===== config.mk =====
export PLATFORM = sky130hd
export DESIGN_NAME = hex_frame_serializer
export DESIGN_NICKNAME = d
export VERILOG_FILES = /design/src/rtl/hex_frame_serializer.sv
export SDC_FILE = /design/constraint.sdc
export NUM_CORES = 1
export LEC_CHECK = 0
export CORE_MARGIN = 1
export CORE_UTILIZATION = 57
export CTS_CLUSTER_SIZE = 10
export DETAILED_ROUTE_END_ITERATION = 6
export DONT_BUFFER_PORTS = 1
export PLACE_DENSITY = 0.71
export SYNTH_ARGS = -nofsm -noshare
export SYNTH_HDL_FRONTEND = slang
export SYNTH_SLANG_ARGS = --single-unit

===== constraint.sdc =====
create_clock -name clk -period 2.93 [get_ports clk]
set_clock_uncertainty 0.15 [all_clocks]
set_input_delay 0.879 -clock clk [delete_from_list [all_inputs] [get_ports clk]]
set_output_delay 0.879 -clock clk [all_outputs]
set_load 0.005 [all_outputs]

===== src/rtl/hex_frame_serializer.sv =====
// Frame-to-ASCII-hex serializer for the UART TX byte path: CHANNELS samples in, "HHHH,HHHH,...\r\n" out.
// Define HEXSER_SEQ_EN to prefix each frame with an 8-bit frame counter as "NN:".
module hex_frame_serializer #(
    parameter int          CHANNELS    = 3,
    parameter int          HEX_DIGIT_W = 4,
    parameter int          BINARY_W    = HEX_DIGIT_W * 4,
    parameter logic [7:0]  SEP_CHAR    = 8'h2C
) (
    input  logic                         clk,
    input  logic                         rst_n,
    input  logic                         in_valid,
    output logic                         in_ready,
    input  logic [CHANNELS*BINARY_W-1:0] in_data,
    output logic                         out_valid,
    input  logic                         out_ready,
    output logic [7:0]                   out_data,
    output logic                         busy
);
    localparam int FW = CHANNELS * BINARY_W;
    localparam int CW = (CHANNELS > 1) ? $clog2(CHANNELS) : 1;
    localparam int DW = (HEX_DIGIT_W > 1) ? $clog2(HEX_DIGIT_W) : 1;
    localparam logic [CW-1:0] CH_LAST = CW'(CHANNELS - 1);
    localparam logic [DW-1:0] DG_LAST = DW'(HEX_DIGIT_W - 1);

    typedef enum logic [2:0] {
        IDLE, DIGIT, SEP, CR, LF
`ifdef HEXSER_SEQ_EN
        , SEQ_HI, SEQ_LO, COLON
`endif
    } state_t;

    state_t          state_q, state_d;
    logic [CW-1:0]   chan_q, chan_d;
    logic [DW-1:0]   digit_q, digit_d;
    logic [FW-1:0]   frame_q, frame_d;
    logic            out_valid_q, out_valid_d;
    logic [7:0]      out_data_q, out_data_d;
    logic            in_ready_q, in_ready_d;
    logic [FW-1:0]   nib_sh;
    logic            xfer;
`ifdef HEXSER_SEQ_EN
    logic [7:0]      seq_q, seq_d;
`endif

    // 'A'-10 == 8'h37, so letters are 8'h37 + n
    function automatic logic [7:0] hex_char(input logic [3:0] n);
        return (n < 4'd10) ? (8'h30 + {4'h0, n}) : (8'h37 + {4'h0, n});
    endfunction

    assign xfer = out_valid_q && out_ready;

    always_comb begin
        state_d     = state_q;
        chan_d      = chan_q;
        digit_d     = digit_q;
        frame_d     = frame_q;
        out_valid_d = out_valid_q;
        in_ready_d  = in_ready_q;
`ifdef HEXSER_SEQ_EN
        seq_d       = seq_q;
`endif
        case (state_q)
            IDLE: if (in_valid && in_ready_q) begin
                frame_d     = in_data;
                chan_d      = '0;
                digit_d     = DG_LAST;
                out_valid_d = 1'b1;
                in_ready_d  = 1'b0;
`ifdef HEXSER_SEQ_EN
                state_d     = SEQ_HI;
`else
                state_d     = DIGIT;
`endif
            end
            DIGIT: if (xfer) begin
                if (digit_q != '0)          digit_d = digit_q - DW'(1);
                else if (chan_q != CH_LAST) state_d = SEP;
                else                        state_d = CR;
            end
            SEP: if (xfer) begin
                chan_d  = chan_q + CW'(1);
                digit_d = DG_LAST;
                state_d = DIGIT;
            end
            CR: if (xfer) state_d = LF;
            LF: if (xfer) begin
                state_d     = IDLE;
                out_valid_d = 1'b0;
                in_ready_d  = 1'b1;
`ifdef HEXSER_SEQ_EN
                seq_d       = seq_q + 8'd1;
`endif
            end
`ifdef HEXSER_SEQ_EN
            SEQ_HI: if (xfer) state_d = SEQ_LO;
            SEQ_LO: if (xfer) state_d = COLON;
            COLON:  if (xfer) state_d = DIGIT;
`endif
            default: state_d = IDLE;
        endcase
    end

    // Byte is derived from the next state, so it is registered and naturally stable during stalls.
    always_comb begin
        nib_sh = frame_d >> (int'(chan_d) * BINARY_W + int'(digit_d) * 4);
        case (state_d)
            DIGIT:   out_data_d = hex_char(nib_sh[3:0]);
            SEP:     out_data_d = SEP_CHAR;
            CR:      out_data_d = 8'h0D;
            LF:      out_data_d = 8'h0A;
`ifdef HEXSER_SEQ_EN
            SEQ_HI:  out_data_d = hex_char(seq_q[7:4]);
            SEQ_LO:  out_data_d = hex_char(seq_q[3:0]);
            COLON:   out_data_d = 8'h3A;
`endif
            default: out_data_d = 8'h00;
        endcase
    end

    always_ff @(posedge clk or negedge rst_n) begin
        if (!rst_n) begin
            state_q     <= IDLE;
            chan_q      <= '0;
            digit_q     <= '0;
            frame_q     <= '0;
            out_valid_q <= 1'b0;
            out_data_q  <= 8'h00;
            in_ready_q  <= 1'b1;
`ifdef HEXSER_SEQ_EN
            seq_q       <= 8'h00;
`endif
        end else begin
            state_q     <= state_d;
            chan_q      <= chan_d;
            digit_q     <= digit_d;
            frame_q     <= frame_d;
            out_valid_q <= out_valid_d;
            out_data_q  <= out_data_d;
            in_ready_q  <= in_ready_d;
`ifdef HEXSER_SEQ_EN
            seq_q       <= seq_d;
`endif
        end
    end

    assign in_ready  = in_ready_q;
    assign busy      = !in_ready_q;
    assign out_valid = out_valid_q;
    assign out_data  = out_data_q;
endmodule


---- Word-level counts from Yosys, hierarchy flattened ----
Index checks and enable logic that the tools add are counted.
word-level totals
  bits in registers ....................... 65
  bits of input ports ..................... 52
  logic and storage cells ................. 58
cells by class
  order comparisons ....................... 1
  shift operators ......................... 1
  add/sub/neg operators ................... 5
  equal/unequal tests ..................... 11
  muxes and demuxes ....................... 26
  reductions and logical operators ........ 7
operators with widths
  operator                                           count
  2-to-1 mux 48 bit                                  2
  >> shifter 48 x 7 -> 4 bit                         1
  one-hot mux 7 bit (4 select lines)                 1
  2-to-1 mux 3 bit                                   6
  one-hot mux 3 bit (5 select lines)                 1
  adder 6 x 4 -> 7 bit (first input constant)        2
  == test 3 x 2 -> 1 bit (second input constant)     4
  2-to-1 mux 2 bit                                   6
  adder 6 x 4 -> 7 bit                               1
  2-to-1 mux 7 bit                                   1
  == test 3 x 1 -> 1 bit (second input constant)     2
  == test 3 bit (second input constant)              2
  != test 2 bit (second input constant)              3
  one-hot mux 2 bit (3 select lines)                 1
  2-to-1 mux 1 bit                                   5
  < comparator 4 bit (second input constant)         1
  one-hot mux 1 bit (2 select lines)                 2
  one-hot mux 2 bit (2 select lines)                 1
  nonzero test 2 bit                                 2
  zero test 3 bit                                    1
  AND reduction 3 bit                                1
  adder 2 x 1 -> 2 bit (second input constant)       1
  logical AND 1 bit                                  2
  subtractor 2 x 1 -> 2 bit (second input constant)  1
  zero test 1 bit                                    1

---- Depth between registers and ports, before layout ----
  depth in word-level cells ............... 9
  gate-level depth with buffers ........... 16

---- Worst setup path before layout ----
OpenSTA, ideal clock, no wires.
  kind .................................... input -> register
  from .................................... in in_valid
  to ...................................... reg out_data_q[1] (netlist: out_data[1])
  required time ........................... 2.716 ns
  cell stages on the path ................. 13
  setup slack ............................. -0.648 ns
  arrival ................................. 3.363 ns
  cells stage by stage .................... or3b_4 nor2_4 buf_6 buf_4 buf_2 mux2_2 mux2i_1 nor2_1 o21ai_0 o221a_2 ha_1 a211oi_1 or2_1
on the way
  elaborated cells between the ends (all ways) .. 20
RTL lines
  item                                                        line  source
  start: declaration                                          11    input logic in_valid,
  logical AND 1 bit (*)                                       63    IDLE: if (in_valid && in_ready_q) begin
  2-to-1 mux 48 bit (*)                                       63
  2-to-1 mux 48 bit (*)                                       62    case (state_q)
  net frame_d[16]                                             35    logic [FW-1:0] frame_q, frame_d;
  >> shifter 48 x 7 -> 4 bit (*)                              105   nib_sh = frame_d >> (int'(chan_d) * BINARY_W + int'(digit_d) * 4);
  adder 6 x 4 -> 7 bit or < comparator 4 bit (tied branches)  47    return (n < 4'd10) ? (8'h30 + {4'h0, n}) : (8'h37 + {4'h0, n});
  2-to-1 mux 7 bit (*)                                        47
  one-hot mux 7 bit (4 select lines) (*)                      106   case (state_d)
  net out_data_d[1]                                           37    logic [7:0] out_data_q, out_data_d;
  end signal: assignment                                      138   out_data_q <= out_data_d;
  end: declaration                                            37
Mark *: on every way through the listed nets, which the timed path passes. The rest lies on a longest branch.
A chain may end at the register's enable or synchronous reset.

---- Worst setup path in the final report ----
  from .................................... in in_valid
  to ...................................... reg out_data_q[1] (netlist: out_data[1])
on the way
  cells in the longest elaborated chain, start to end .. 8
  elaborated cells between the ends (all ways) .. 20
ends and longest elaborated chain
  item                                                                                      line
  logical AND 1 bit (*)                                                                     63
  2-to-1 mux 2 bit                                                                          63
  one-hot mux 2 bit (3 select lines) or one-hot mux 2 bit (2 select lines) (tied branches)  62
  adder 6 x 4 -> 7 bit                                                                      105
  >> shifter 48 x 7 -> 4 bit                                                                105
  adder 6 x 4 -> 7 bit or < comparator 4 bit (tied branches)                                47
  2-to-1 mux 7 bit                                                                          47
  one-hot mux 7 bit (4 select lines) (*)                                                    106
  net out_data_d[1]                                                                         37
Marked as above.

==> flow_summary.json <==
{
  "status": "complete, but fails checks",
  "violations": "negative setup slack",
  "p_per_area_nw_per_um2": 771,
  "grt_use_total": 0.257,
  "synth_compound_area_frac": 0.128,
  "grt_setup_unrepaired": "true",
  "ys_seq_area_frac": 0.502,
  "fp-row-count": 26,
  "synth.distinct_cells": 63,
  "clk_path_buf_depth": 2,
  "first_pass_iters": 4,
  "synthCells": 300,
  "wl_per_cell_um": 16.3,
  "fp.coreArea_sq_um": 5240,
  "setup_slack_ps": -234,
  "hold_path_class": "input pin to async pin",
  "grt_max_degree": 65,
  "grt_pass1_wl_um": 11600,
  "clock_latency_ps": 330,
  "grt_pass1_vias": 2343,
  "finalNetCount": 405,
  "path_depth": 11,
  "placed_cells": 399,
  "max_cap_violations": 0,
  "rr_endpoint": "out_data[1]$_DFF_PN0_",
  "cts_buffers": 9,
  "hpwlAfterDp_um": 4800,
  "drive_gt1_frac": 0.330,
  "p_leak_nw": 1.90,
  "syn-cell-area_sq_um": 3190,
  "cts-hold-fix-buffers": 0,
  "root_buffer": "clkbuf_8",
  "period_needed_ps": 3160,
  "start_kind": "input pin",
  "first_iter_violations": 148,
  "slowest_stage": "mux4_2",
  "die_h_um": 76.8,
  "clk_pin_slew_ps": 70,
  "worstReg2RegStart": "state_q[0]$_DFF_PN0_",
  "ff2ff_setup_slack_ps": -120,
  "crit_arrival_ps": 3240,
  "io_buffers": 0,
  "critPathTopFamily": "simple AND/OR/NAND/NOR gates",
  "die_x_um": 76.8,
  "synth_xor_area_frac": 0.00274,
  "timing.fmax_ghz": 0.316,
  "start_util": 0.610,
  "ys_async_sr_fraction": 1.00,
  "synth_edf_count": 0,
  "num_vias": 2361,
  "synth.avg_cell_area_sq_um": 10.6,
  "cp-startpoint": "in_valid",
  "worst-path-buf-inv": 3,
  "final_common_cell": "nand2_1",
  "finalHoldViolCount": 0,
  "synth_mux_area_frac": 0.143,
  "layout_common_cells": "nand2_1 (84), dfrtp_1 (63), buf_4 (47)",
  "cp.required_ps": 3000,
  "post-route-util": 0.746,
  "syn-num-nets": 354,
  "worst_r2r_path_depth": 11,
  "critical_path_class": "input pin to flop",
  "die_area_sq_um": 5910,
  "finalCritPeriodShare": 1.08,
  "cpMostUsedCell": "buf_4",
  "max-vdd-ir-drop_mv": 0.437,
  "io_pins": 63,
  "antennaDiodeCount": 0,
  "gp_congestion": 0.826,
  "synth_top_family_by_area": "simple AND/OR/NAND/NOR gates",
  "antenna_found_initial": 0,
  "critPathMaxFanout": 4,
  "slowest_delay_ps": 520,
  "ant_nets": 0,
  "finalSetupViolations": 7,
  "viasPerCell": 5.56,
  "finalWirelength_um": 6940,
  "yosys.area_share.simple": 0.177,
  "cts_tree": "yes",
  "cts_sinks": 64,
  "synth_fa_ha_area_frac": 0.00784,
  "htree_levels": 3,
  "synth_ff_type": "dfrtp_1",
  "finalNonFillerCells": 425,
  "syn2layout_area_growth_pct": 22.4,
  "grt_overflow": 0,
  "cp_cell_sequence": "or3b_4, buf_4, or2_4, o2111ai_4, buf_4, mux4_2, o2bb2ai_4, inv_2, ha_4, a211oi_1, or2_1",
  "setup.worst_path.end_class": "flop",
  "synth-seq-cells": 64,
  "yosys_warnings": 0,
  "drc_errors": 0,
  "drv_slew": 0,
  "critPathCapture": "out_data[1]$_DFF_PN0_"
}
sequential cells by signal, indices dropped and copies added (netlist names):
signal,count
in_ready,1
out_valid,1
frame_q,48
out_data,7
digit_q,2
state_q,3
chan_q,2
area by class of cell:
type | instances | area (sq um)
clock buffers | 11 | 141
clock inverters | 4 | 45.0
fillers | 370 | 1330
inverters | 9 | 36.3
multi-input cells | 213 | 1530
flip-flops and latches | 64 | 1600
well taps | 70 | 87.6
repair buffers | 54 | 467
stage by stage:
| step | setup TNS (ps) | hold WS [ps] | instance area, sq um | total power [mW] | setup slack (ps) |
|---|---|---|---|---|---|
| 3_3_place_gp | -4110 | 301 | 3550 | 2.13 | -619 |
| 6_report | -1240 | 79.1 | 3910 | 3.02 | -234 |
| 3_5_place_dp | -4330 | 305 | 3550 | 2.15 | -667 |
| 5_1_grt | -1850 | 62.6 | 3910 | 3.18 | -290 |
| 2_1_floorplan | -3640 | 287 | 3200 | 1.77 | -594 |
| 4_1_cts | -1130 | 69.5 | 3840 | 2.94 | -198 |
cell usage after synthesis (4+ instances only):
library cell,n,area [sq um]
dfrtp_1,63,1580
inv_1,7,26.3
nand2b_1,5,31.3
a21oi_1,10,50.1
nor2_1,11,41.3
nand3_1,4,20.0
nand2_1,84,315
buf_2,5,25.0
mux2_2,22,248
nor2b_1,4,25.0
mux2i_1,13,130
worst min-delay path by stage:
stage / startpoint / to / cells past startpoint
floorplan: frame_q[38]$_DFF_PN0_ / frame_q[38]$_DFF_PN0_ / 2
finish: rst_n / frame_q[2]$_DFF_PN0_ / 0
CTS: rst_n / frame_q[2]$_DFF_PN0_ / 0
global route: rst_n / frame_q[2]$_DFF_PN0_ / 0
detailed placement: frame_q[33]$_DFF_PN0_ / frame_q[33]$_DFF_PN0_ / 2
global placement: frame_q[33]$_DFF_PN0_ / frame_q[33]$_DFF_PN0_ / 2
what timing repair did:
item | in CTS | in global routing
gates resized for setup | 6 | 12
buffers inserted | 8 | 3
endpoints found under the setup margin | 7 | 7
pin swaps | 6 | 4
logic make-up after synthesis:
logic type / Yosys count
buf+inv: 23
compound gates: 46
flops: 64
other cells: 1
fa+ha+maj: 2
mux: 39
simple gates: 124
xor+xnor: 1
per-layer routing:
| metal | track usage | routed length [um] | vias up |
|---|---|---|---|
| met3 | 0.0500 | 314 | 7 |
| met2 | 0.404 | 3360 | 67 |
| met5 | 0 | 0 | - |
| li1 | - | - | 1137 |
| met1 | 0.346 | 3200 | 1150 |
| met4 | 0.112 | 72 | 0 |
power breakdown:
group | internal [mW] | switching (mW)
clock | 0.407 | 0.325
combinational | 0.634 | 0.596
sequential | 0.985 | 0.0675
No activity file was read; power rests on OpenSTA's default activity.
